$ cat config.mk
export PLATFORM = sky130hd
export DESIGN_NAME = nic_arb
export DESIGN_NICKNAME = d
export VERILOG_FILES = /design/src/rtl/nic_pkg.sv /design/src/rtl/nic_rr_arbiter.sv /design/src/rtl/nic_arb.sv
export SDC_FILE = /design/constraint.sdc
export NUM_CORES = 1
export LEC_CHECK = 0
export BUFFER_PORTS_ARGS = -buffer_cell sky130_fd_sc_hd__buf_4
export CORE_ASPECT_RATIO = 1.4
export CORE_MARGIN = 1.5
export CORE_UTILIZATION = 40
export CTS_BUF_LIST = sky130_fd_sc_hd__clkbuf_4
export CTS_CLUSTER_SIZE = 16
export DETAILED_ROUTE_END_ITERATION = 8
export PLACE_DENSITY = 0.71
export SYNTH_ARGS = -nofsm -noshare
export SYNTH_HDL_FRONTEND = slang
export SYNTH_SLANG_ARGS = --single-unit
$ cat constraint.sdc
create_clock -name i_clk -period 4.52 [get_ports i_clk]
set_input_delay 0.904 -clock i_clk [delete_from_list [all_inputs] [get_ports i_clk]]
set_output_delay 0.904 -clock i_clk [all_outputs]
set_load 0.02 [all_outputs]
$ cat src/rtl/nic_pkg.sv
// Shared types and helpers for the NIC bus arbiter.
package nic_pkg;

    typedef enum logic [1:0] {
        ST_IDLE = 2'd0,
        ST_BUSY = 2'd1,
        ST_RESP = 2'd2
    } nic_state_t;

    // Index width for n items, never narrower than one bit.
    function automatic int idx_width(input int n);
        return (n <= 2) ? 1 : $clog2(n);
    endfunction

endpackage

$ cat src/rtl/nic_rr_arbiter.sv
// Combinational round-robin picker: the first requester after last_grant wins,
// wrapping around to the lowest index.
module nic_rr_arbiter
    import nic_pkg::*;
#(
    parameter int N  = 2,
    parameter int IW = idx_width(N)
) (
    input  logic [N-1:0]  req,
    input  logic [IW-1:0] last_grant,
    output logic [IW-1:0] grant,
    output logic          valid
);

    always_comb begin
        grant = '0;
        valid = 1'b0;
        for (int i = 0; i < N; i++) begin
            if (!valid && req[i] && (IW'(i) > last_grant)) begin
                grant = IW'(i);
                valid = 1'b1;
            end
        end
        for (int i = 0; i < N; i++) begin
            if (!valid && req[i] && (IW'(i) <= last_grant)) begin
                grant = IW'(i);
                valid = 1'b1;
            end
        end
    end

endmodule

$ cat src/rtl/nic_arb.sv
// Single-outstanding bus arbiter from several masters to several slaves, with
// round-robin grant and error completion on unmapped select or slave timeout.
//   state | meaning
//   IDLE  | no transaction; a request seen on this edge is granted and latched
//   BUSY  | latched transaction driven to the slave, waiting for its ack
//   RESP  | one-cycle completion to the granted master
module nic_arb
    import nic_pkg::*;
#(
    parameter int MASTERS_COUNT  = 2,
    parameter int ADDR_SEL_WIDTH = 2,
    parameter int SLAVES_COUNT   = 2 ** ADDR_SEL_WIDTH,
    parameter int DATA_WIDTH     = 32,
    parameter int TIMEOUT_CYCLES = 15
) (
    input  logic                                          i_clk,
    input  logic                                          i_reset,
    input  logic [MASTERS_COUNT-1:0]                      i_m_req,
    input  logic [MASTERS_COUNT-1:0][ADDR_SEL_WIDTH-1:0]  i_m_addr_sel,
    input  logic [MASTERS_COUNT-1:0]                      i_m_we,
    input  logic [MASTERS_COUNT-1:0][DATA_WIDTH-1:0]      i_m_wdata,
    output logic [MASTERS_COUNT-1:0][DATA_WIDTH-1:0]      o_m_rdata,
    output logic [MASTERS_COUNT-1:0]                      o_m_ack,
    output logic [MASTERS_COUNT-1:0]                      o_m_err,
    output logic [SLAVES_COUNT-1:0]                       o_slave_sel,
    output logic                                          o_slave_we,
    output logic [DATA_WIDTH-1:0]                         o_slave_wdata,
    input  logic [SLAVES_COUNT-1:0][DATA_WIDTH-1:0]       i_slave_rdata,
    input  logic [SLAVES_COUNT-1:0]                       i_slave_ack
);

    localparam int MIW = idx_width(MASTERS_COUNT);
    localparam int TW  = idx_width(TIMEOUT_CYCLES + 1);
    localparam logic [TW-1:0] TMO_LOAD = (TIMEOUT_CYCLES > 0) ? TW'(TIMEOUT_CYCLES - 1) : '0;

    nic_state_t state_q, state_d;

    logic [MIW-1:0]            last_q, mst_q, gnt_idx;
    logic                      gnt_valid;
    logic [ADDR_SEL_WIDTH-1:0] gnt_addr;
    logic [SLAVES_COUNT-1:0]   sel_dec, sel_q;
    logic                      we_q;
    logic [DATA_WIDTH-1:0]     wdata_q, slave_rd;
    logic [TW-1:0]             tmo_q;
    logic                      slave_hit, unmapped, tmo_hit, busy_done;

    logic [MASTERS_COUNT-1:0]                 ack_q, err_q;
    logic [MASTERS_COUNT-1:0][DATA_WIDTH-1:0] rdata_q;

    nic_rr_arbiter #(.N(MASTERS_COUNT), .IW(MIW)) u_rr (
        .req        (i_m_req),
        .last_grant (last_q),
        .grant      (gnt_idx),
        .valid      (gnt_valid)
    );

    assign gnt_addr = i_m_addr_sel[gnt_idx];

    always_comb begin
        sel_dec = '0;
        for (int s = 0; s < SLAVES_COUNT; s++) begin
            sel_dec[s] = (gnt_addr == ADDR_SEL_WIDTH'(s));
        end
    end

    // sel_q is one-hot of the target slave, so it also masks ack and read data.
    always_comb begin
        slave_rd = '0;
        for (int s = 0; s < SLAVES_COUNT; s++) begin
            if (sel_q[s]) slave_rd = slave_rd | i_slave_rdata[s];
        end
    end

    assign slave_hit = |(i_slave_ack & sel_q);
    assign unmapped  = ~|sel_q;
    assign tmo_hit   = (TIMEOUT_CYCLES != 0) && (tmo_q == '0);
    assign busy_done = slave_hit || unmapped || tmo_hit;

    always_ff @(posedge i_clk) begin
        if (i_reset) state_q <= ST_IDLE;
        else         state_q <= state_d;
    end

    always_comb begin
        state_d = state_q;
        case (state_q)
            ST_IDLE: if (gnt_valid) state_d = ST_BUSY;
            ST_BUSY: if (busy_done) state_d = ST_RESP;
            ST_RESP: state_d = ST_IDLE;
            default: state_d = ST_IDLE;
        endcase
    end

    always_ff @(posedge i_clk) begin
        if (i_reset) begin
            last_q  <= MIW'(MASTERS_COUNT - 1);
            mst_q   <= '0;
            sel_q   <= '0;
            we_q    <= 1'b0;
            wdata_q <= '0;
            tmo_q   <= '0;
            ack_q   <= '0;
            err_q   <= '0;
            rdata_q <= '0;
        end else begin
            case (state_q)
                ST_IDLE: begin
                    if (gnt_valid) begin
                        mst_q   <= gnt_idx;
                        sel_q   <= sel_dec;
                        we_q    <= (|sel_dec) ? i_m_we[gnt_idx] : 1'b0;
                        wdata_q <= (|sel_dec) ? i_m_wdata[gnt_idx] : '0;
                        tmo_q   <= TMO_LOAD;
                    end
                end
                ST_BUSY: begin
                    if (busy_done) begin
                        sel_q          <= '0;
                        we_q           <= 1'b0;
                        wdata_q        <= '0;
                        ack_q[mst_q]   <= 1'b1;
                        err_q[mst_q]   <= ~slave_hit;
                        rdata_q[mst_q] <= (slave_hit && !we_q) ? slave_rd : '0;
                    end else if (tmo_q != '0) begin
                        tmo_q <= tmo_q - 1'b1;
                    end
                end
                ST_RESP: begin
                    ack_q   <= '0;
                    err_q   <= '0;
                    rdata_q <= '0;
                    last_q  <= mst_q;
                end
                default: ;
            endcase
        end
    end

    assign o_slave_sel   = sel_q;
    assign o_slave_we    = we_q;
    assign o_slave_wdata = wdata_q;
    assign o_m_ack       = ack_q;
    assign o_m_err       = err_q;
    assign o_m_rdata     = rdata_q;

endmodule

Word-level counts from Yosys, hierarchy flattened --
Index checks and enable logic that the tools add are counted.
Word-level totals: logic and storage cells 112, bits in registers 113, output and inout bits 105
Cells by class: equality and inequality tests 9, reductions and logical operators 30, muxes and demuxes 48, bitwise operators 6, $lt $le $gt $ge 7, add/sub/neg operators 1
Operators by type and width (count):
- $mux W32 | 11
- $pmux W64 S2 | 1
- $or A32 B32 Y32 | 3
- $bwmux W64 | 1
- $mux W64 | 1
- $pmux W32 S2 | 1
- $demux W32 S1 | 1
- $mux W4 | 5
- $pmux W4 S2 | 2
- $mux W1 | 13
- $mux W2 | 6
- $pmux W2 S2 | 3
- $reduce_or A4 Y1 | 3
- $logic_and A1 B1 Y1 | 9
- $ne A2 B2 Y1 const B | 4
- $eq A2 B2 Y1 const B | 3
- $reduce_and A2 Y1 | 3
- $logic_not A1 Y1 | 5
- $and A4 B4 Y4 | 1
- $eq A2 B1 Y1 const B | 2
- $logic_not A2 Y1 | 2
- $logic_not A4 Y1 | 1
- $lt A1 B2 Y1 const B | 2
- $reduce_and A4 Y1 | 1
- 13 further kinds | 17

Longest topological paths before layout --
Gate-level depths: netlist (run 1).
depth after elaboration 22, mapped depth 8

Hierarchy --
A second synthesis (run 1) with hierarchy kept.
Second synthesis, totals: cell total of the unflattened synthesis 638, area total of the unflattened synthesis 5733.0 um2
Modules (own cells, without submodules):
- nic_arb | times used 1, cells each 636, area each 5719.2 um2, sequential area each 2262.2 um2
- nic_rr_arbiter | times used 1, cells each 2, area each 13.8 um2, sequential area each 0.0 um2

Least setup slack after synthesis (run 1) --
Ideal clock, no wire load.
path kind input -> register, from input i_m_req[1], to register wdata_q[15], in the netlist o_slave_wdata[15], stages 5, slack 2.461 ns, arrival 1.909 ns, required time 4.371 ns, cells stage by stage nor2_1 -> or4_1 -> clkbuf_1 -> clkbuf_1 -> o32ai_2
Between the ends: cells in the longest elaborated chain, start to end 18
RTL lines:
- from (decl) | RTL line nic_arb.sv:18 | input logic [MASTERS_COUNT-1:0] i_m_req,
- $logic_and A1 B1 Y1 (2 in series) | RTL line nic_rr_arbiter.sv:19 | if (!valid && req[i] && (IW'(i) > last_grant)) begin
- $mux W1 | RTL line nic_rr_arbiter.sv:19
- $logic_not A1 Y1 | RTL line nic_rr_arbiter.sv:25 | if (!valid && req[i] && (IW'(i) <= last_grant)) begin
- $logic_and A1 B1 Y1 (2 in series) | RTL line nic_rr_arbiter.sv:25
- $mux W1 | RTL line nic_rr_arbiter.sv:25
- $logic_not A1 Y1 | RTL line nic_rr_arbiter.sv:25
- $logic_and A1 B1 Y1 (2 in series) | RTL line nic_rr_arbiter.sv:25
- $mux W1 | RTL line nic_rr_arbiter.sv:25
- $mux W2 (not written as such) (2 in series) | RTL line nic_arb.sv:57 | assign gnt_addr = i_m_addr_sel[gnt_idx];
- $eq A2 B1 Y1 (tied with other cells) | RTL line nic_arb.sv:62 | sel_dec[s] = (gnt_addr == ADDR_SEL_WIDTH'(s));
- $reduce_or A4 Y1 | RTL line nic_arb.sv:112 | wdata_q <= (|sel_dec) ? i_m_wdata[gnt_idx] : '0;
- $mux W32 | RTL line nic_arb.sv:112
- $mux W32 | RTL line nic_arb.sv:108 | if (gnt_valid) begin
- $pmux W32 S2 | RTL line nic_arb.sv:106 | case (state_q)
- to (signal assigned) | RTL line nic_arb.sv:112
- to (decl) | RTL line nic_arb.sv:43 | logic [DATA_WIDTH-1:0] wdata_q, slave_rd;
Parallel ways exist; a longest one is shown, timed or not. The select of a mux whose other input is x is not followed. A chain may end at the register's enable or synchronous reset.

Worst setup path after layout (run 1) --
from register sel_q[3], in the netlist o_slave_sel[3], to register rdata_q, in the netlist o_m_rdata[42]
Between the ends: cells in the longest elaborated chain, start to end 7
RTL lines:
- from (decl) | RTL line nic_arb.sv:41 | logic [SLAVES_COUNT-1:0] sel_dec, sel_q;
- from (signal assigned) | RTL line nic_arb.sv:110 | sel_q <= sel_dec;
- $and A4 B4 Y4 | RTL line nic_arb.sv:74 | assign slave_hit = |(i_slave_ack & sel_q);
- $reduce_or A4 Y1 | RTL line nic_arb.sv:74
- $logic_and A1 B1 Y1 | RTL line nic_arb.sv:123 | rdata_q[mst_q] <= (slave_hit && !we_q) ? slave_rd : '0;
- $mux W32 | RTL line nic_arb.sv:123
- $bwmux W64 | RTL line nic_arb.sv:123
- $mux W64 | RTL line nic_arb.sv:117 | if (busy_done) begin
- $pmux W64 S2 | RTL line nic_arb.sv:106
- to (signal, indexed assignment) | RTL line nic_arb.sv:123
- to (decl) | RTL line nic_arb.sv:48 | logic [MASTERS_COUNT-1:0][DATA_WIDTH-1:0] rdata_q;
Parallel ways exist; a longest one is shown, timed or not. The select of a mux whose other input is x is not followed.

==> impl_results.md, run 1 <==
* Final setup fails at 0
* RSZ-0062 raised after global routing: false
* CP max FO at 36
* CP max stage cell: o211ai_1
* Fmax at 363 MHz
* Initial antenna violation count at 3
* Synth Register Bits at 113
* I/O pins at 311
* Grt total ovfl at 0
* CTS Hold Bufs at 0
* Largest family of logic cells by synthesized area: compound AO/OA/AOI/OAI gates
* Crit path DAT at 3.19 ns
* Starting Density at 40.7%
* Simple-gate share of the synthesized area at 11.9%
* Outcome: finished clean
* Kind of critical path: register to register
* Post-synthesis compound-gate area fraction at 23.4%
* CTS Buf Count at 17
* Cells after DPL at 1087
* DRT Pass-1 Iters at 5
* Seq/Total Area, Yosys at 38.8%
* Mux cell area share after synthesis at 17.4%
* Routability Congestion at 0.845
* Critical Path Most Common Cell: buf_4
* CP endpoint kind: register
* Post-Synth XOR/XNOR Area at 0%
* Measured slew at the worst slew-check pin at 0.967 ns
* EDFF count, synth at 0
* Cells after Synth at 636
* Tmin final at 2.75 ns
* Setup Skew at 0.0278 ns
* DRT iter0 DRCs at 332
* Reg clk slew, reported paths at 0.10 ns
* Post-Syn Area at 5830 um^2
* Post-CTS Setup Bufs at 0
* Share of post-route cells with drive strength above 1 at 41.7%
* Skew-Pair Late Insertion Delay at 0.52 ns
* Via density at 5.32
* CTS sink cnt at 113
* Rows at 52
* Most frequent cells after synthesis: 135 x nand2_1, 113 x dfxtp_1, 101 x mux2i_1
* Power Density at 308 nW/um^2
* Rel. slew slack at 35.5%
* Leak at 3.91 nW
* Max-Cap Viols at 0
* Hpwl dp at 15.4 mm
* Bufs on Longest Clock Path at 2
* Ys flop type: dfxtp_1
* Die width at 105 um
* DRC violations left at 0
* Post-synthesis net count at 843
* Root Buffer: clkbuf_4
* Peak supply drop at 214 uV
* H-tree depth at 4
* Fraction of registers with async set/reset at 0%
* CORE AREA at 14300 um^2
* Nets@finish at 1124
* Largest net degree at the start of global routing at 42
* Resize count post-CTS at 0
* Most common cell in the synthesized netlist: nand2_1
* Area share of fa/ha/maj cells after synthesis at 0.215%
* Final wirelength at 20.6 mm
* TNS Setup at 0 ns
* Period utilisation layout at 60.9%
* Post-synth cell types at 43
* GRT Resource Usage Total at 26.3%
* Final Max Slew Viols at 0
* Synth area leader: dfxtp_1
* Main area contributors after synthesis: dfxtp_1 39%, mux2i_1 17%, a22oi_1 13%, nand2_1 8.7%, o32ai_2 5.0%
* CTS tree: yes
* Startpoint types: register
* Vias at 5964
* WP data required at 4.96 ns
* DP Area at 8230 um^2
* WL/cell at 18.4 um
* Die footprint at 15300 um^2
* Final ANT Viol Nets at 0
* Crit path largest cell delay at 0.72 ns
* Die height at 146 um
* Syn avg cell area at 9.16 um^2
* Synth warnings at 0
* Final Hold Viols at 0
* Core Util, Final at 59.9%
* Filler cell count in the final layout at 1329
* I/O Buffers at 310
* Post-Layout Cell Count at 1121
* Vias in the first global route at 5771
* Final Cell Area at 8580 um^2
* WHS at 0.466 ns
* CP cell instances: buf_4 -> a22oi_4 -> buf_4 -> nand2_1 -> o211ai_1 -> buf_12 -> mux2i_1
* Synth-to-Final Area Change at 47.2%
* Worst hold-check path type: register to register
* First-pass GRT wire length at 31.1 mm
* Top cell type's share of synthesized area at 38.8%
-- metrics by stage --
step	total power, mW	setup WS [ns]
2_1_floorplan	1.49	2.46
3_3_place_gp	1.77	1.47
3_5_place_dp	1.78	1.36
4_1_cts	2.66	1.79
5_1_grt	2.76	1.57
6_report	2.64	1.77
-- flip-flops by register name, summed over array words and instances (netlist names), 2 cells and up --
name / count
o_m_rdata: 64
o_slave_wdata: 32
o_slave_sel: 4
tmo_q: 4
o_m_ack: 2
o_m_err: 2
state_q: 2
-- routing by layer --
metal	part of all wire, %	wire, um	global-route usage, %	up-vias
met1	38	7820	28.4	2781
met3	9.9	2050	10.7	32
met2	49	10200	45.4	285
met4	2.9	592	10.3	2
li1	-	-	-	2864
met5	0.063	13	0	-
-- worst paths after layout --
kind / cells after the start / end / slack (ns) / start
max: 7 / o_m_rdata[42] / 1.77 / o_slave_sel[3]
min: 2 / o_m_rdata[30] / 0.47 / o_m_rdata[30]
max reg2reg: 7 / o_m_rdata[42] / 1.77 / o_slave_sel[3]
min reg2reg: 2 / o_m_rdata[30] / 0.47 / o_m_rdata[30]
-- critical path, delay by kind of cell (launching register included) --
| kind | cells | cell delay [ns] |
|---|---|---|
| AO/OA/AOI/OAI | 2 | 0.91 |
| buffers and inverters | 3 | 0.97 |
| flip-flops | 1 | 0.32 |
| multiplexers | 1 | 0.22 |
| AND/OR/NAND/NOR | 1 | 0.24 |
-- power breakdown --
group	internal, mW	switching, mW	total [mW]	leakage (nW)
Combinational	0.305	0.355	0.660	2.81
Clock	0.508	0.383	0.891	0.182
Sequential	1.05	0.0477	1.09	0.920
-- cell families after synthesis --
group | Yosys count
flip-flops | 113
AND/OR/NAND/NOR | 164
multiplexers | 101
AO/OA/AOI/OAI | 154
buffers and inverters | 103
adder cells (fa/ha/maj) | 1
-- layout by cell type, fill, tap and decap left out, drive strengths merged, types with 2 or more instances in the layout --
cell,n
a22oi,99
o32ai,36
and2,2
o21ai,2
dfxtp,113
nor3,2
clkbuf,20
nand4,2
bufinv,5
nor2,6
diode,2
nor4,3
clkinv,6
nand2b,5
buf,323
mux2i,101
inv,42
nand2,135
a21oi,6
nor2b,3
-- final cells by class --
class,count,area [um^2],share of cell area [%]
clock inverter,12,189,2.20
clock buffer,20,150,1.75
multi-input combinational,420,3140,36.6
tap,189,236,2.76
timing repair buffer,323,2440,28.4
sequential,113,2270,26.4
inverter,42,158,1.84
antenna,2,5.00,0.0584
(Power assumes the default switching activity.)
==> run 2: changes to the inputs <==
- PLACE_DENSITY: 0.71 -> 0.73
- clock period: 4.52 -> 2.25 ns (I/O delays scaled with it)
==> run 2 against run 1 <==
  * Critical path depth is 5 lower
  * Register-to-register slack lost 1.5 ns
  * Clock skew down 0.0044 ns
  * Utilization is 0.61 points higher
  * Global-route usage fell by 2.3 points
  * Via count is 1.3% lower
  * Non-clock buffer count rose by 8
  * Setup slack lost 1.5 ns
==> impl_results.md, run 2 (synthesis gave the netlist of run 1 again) <==
* Outcome: finished clean
* Max-Cap Viols at 0 (unchanged)
* TNS Setup at 0 ns (unchanged)
* Tmin final at 2.02 ns
* Crit path largest cell delay at 0.46 ns (-0.26 ns)
* Measured slew at the worst slew-check pin at 0.651 ns (-0.317 ns)
* Fmax at 495 MHz
* Nets@finish at 1132 (+0.71%)
* Final wirelength at 19.3 mm (-6.4%)
* Crit path DAT at 1.57 ns (-1.62 ns)
* Skew-Pair Late Insertion Delay at 0.51 ns (about the same)
* Vias in the first global route at 5571 (-3.5%)
* Met1 usage at 25.6% (-2.8 points)
* Initial antenna violation count at 1 (-2)
* Final Hold Viols at 0 (unchanged)
* Critical path buffer and inverter count at 2 (-1)
* GRT Resource Usage Total at 24.0% (-2.3 points)
* Net switching power at 1.61 mW (+110%)
* Power Density at 616 nW/um^2 (+100%)
* Crit Reg-Reg Startpoint: o_slave_sel[3]
* RR Endpoint: o_slave_wdata[23]
* Kind of critical path: register to output port
* I/O pins at 311 (unchanged)
* Hpwl dp at 14.4 mm (-6.1%)
* Combinational share of power at 25.7% (+0.7 points)
* Die height at 146 um (unchanged)
* Global-route met3 utilization at 8.28% (-2.4 points)
* Leak at 3.95 nW (+0.88%)
* Core Util, Final at 60.5% (+0.61 points)
* Die width at 105 um (unchanged)
* CP endpoint kind: output port
* Resize count post-CTS at 0 (unchanged)
* Routability Congestion at 0.806 (-4.6%)
* Rows at 52 (unchanged)
* Post-CTS Setup Bufs at 0 (unchanged)
* Reg2reg path depth at 5 (-2)
* Final Max Slew Viols at 0 (unchanged)
* Bufs on Longest Clock Path at 2 (unchanged)
* DRT Pass-1 Iters at 5 (unchanged)
* CORE AREA at 14300 um^2 (unchanged)
* Share of post-route cells with drive strength above 1 at 42.2% (+0.50 points)
* Peak supply drop at 432 uV (+100%)
* CP max stage cell: dfxtp_2
* WP data required at 1.80 ns (-3.16 ns)
* Reg clk slew, reported paths at 0.11 ns (about the same)
* Via density at 5.22 (-1.9%)
* Max reg flops at 64 (unchanged)
* PnR worst setup slack at 0.231 ns (-1.54 ns)
* Most common cell after layout, fill and taps aside: buf_4
* Filler cell count in the final layout at 1311 (-1.4%)
* Starting Density at 40.7% (unchanged)
* CTS tree: yes
* Levels on crit path at 2 (-5)
* Sequential power share at 40.7% (-0.6 points)
* Synth-to-Final Area Change at 48.7%
* First-pass GRT wire length at 29.0 mm (-6.7%)
* CTS Hold Bufs at 0 (unchanged)
* CTS Buf Count at 17 (unchanged)
* Setup crit end: o_slave_sel[2]
* Sw frac at 30.2% (+0.45 points)
* DRC violations left at 0 (unchanged)
* CP cell instances: buf_4 -> buf_4
* Vias at 5887 (-1.3%)
* I/O Buffers at 310 (unchanged)
* Root Buffer: clkbuf_4
* DRT iter0 DRCs at 315 (-5.1%)
* Setup WS pre-CTS at 0.211 ns (-1.15 ns)
* RSZ-0062 raised after global routing: false
* GR Util met2 at 43.1% (-2.4 points)
* Critical Path Most Common Cell: buf_4
* Critical path's top delay family: buffers and inverters
* Rel. slew slack at 56.5% (+21 points)
* H-tree depth at 4 (unchanged)
* Largest net degree at the start of global routing at 67 (+60%)
* Die footprint at 15300 um^2 (unchanged)
* WL/cell at 17.1 um (-7.0%)
* CP startpoint: o_slave_sel[2]
* Setup Skew at 0.0234 ns (-0.00444 ns)
* Final Power at 5.34 mW (+100%)
* Most frequent cells in the layout: 328 x buf_4, 135 x nand2_1, 109 x dfxtp_1
* Clock Power Share at 33.5% (-0.2 points)
* Busiest layer in global routing: met2
* Period utilisation layout at 89.7%
* Power Internal at 3.73 mW (+100%)
* Reg2reg setup slack at 0.29 ns (-1.48 ns)
* Grt total ovfl at 0 (unchanged)
* CP max FO at 31 (-14%)
* Final setup fails at 0 (unchanged)
* Final ANT Viol Nets at 0 (unchanged)
* CTS sink cnt at 113 (unchanged)
* Worst hold-check path type: primary input to register
* Startpoint types: register
-- run 2: per-stage QoR --
step                      instances  cell area [um^2]  hold WS, ns
after detailed placement       1095              8320        0.451
after CTS                      1127              8660        0.162
after global routing           1128              8660        0.159
final                          1128              8660        0.204
after floorplan                 636              5830        0.436
after global placement         1095              8320        0.445
-- run 2: worst min-delay path by stage --
stage | start | end | slack (ns) | cells past startpoint
after floorplan | last_q | last_q | 0.44 | 2
after global placement | o_m_rdata[53] | o_m_rdata[53] | 0.44 | 2
after detailed placement | o_m_ack[0] | o_m_ack[0] | 0.45 | 2
after CTS | i_m_wdata[9] | o_slave_wdata[9] | 0.16 | 3
after global routing | i_m_wdata[9] | o_slave_wdata[9] | 0.16 | 3
final | i_m_wdata[9] | o_slave_wdata[9] | 0.20 | 3
-- run 2: final cells by class --
| cell class | count | area, um^2 | area share, % |
|---|---|---|---|
| Sequential cell | 113 | 2270 | 26.2 |
| Antenna cell | 1 | 2.50 | 0.0289 |
| Tap cell | 189 | 236 | 2.73 |
| Timing Repair Buffer | 331 | 2520 | 29.1 |
| Multi-Input combinational cell | 420 | 3140 | 36.2 |
| Clock buffer | 17 | 128 | 1.47 |
| Clock inverter | 15 | 215 | 2.48 |
| Inverter | 42 | 158 | 1.82 |
-- run 2: worst reg2reg max path, cell delays in order (launching register included) --
cell and delay [ns]:
dfxtp_2 0.40, nor4_2 0.36, a21oi_2 0.14, a21oi_4 0.56, buf_12 0.26, o32ai_2 0.11
-- run 2: layer usage --
layer	vias to the layer above	routed length (um)
met2	272	9920
met3	26	1710
met5	-	0
li1	2869	-
met4	0	503
met1	2720	7190
-- run 2: power groups by stage --
stage / clock, mW / combinational [mW] / sequential [mW]
after CTS: 1.84 / 1.38 / 2.17
after detailed placement: 0 / 1.38 / 2.22
after global placement: 0 / 1.38 / 2.22
final: 1.79 / 1.37 / 2.18
after floorplan: 0 / 0.692 / 2.30
after global routing: 1.92 / 1.47 / 2.19
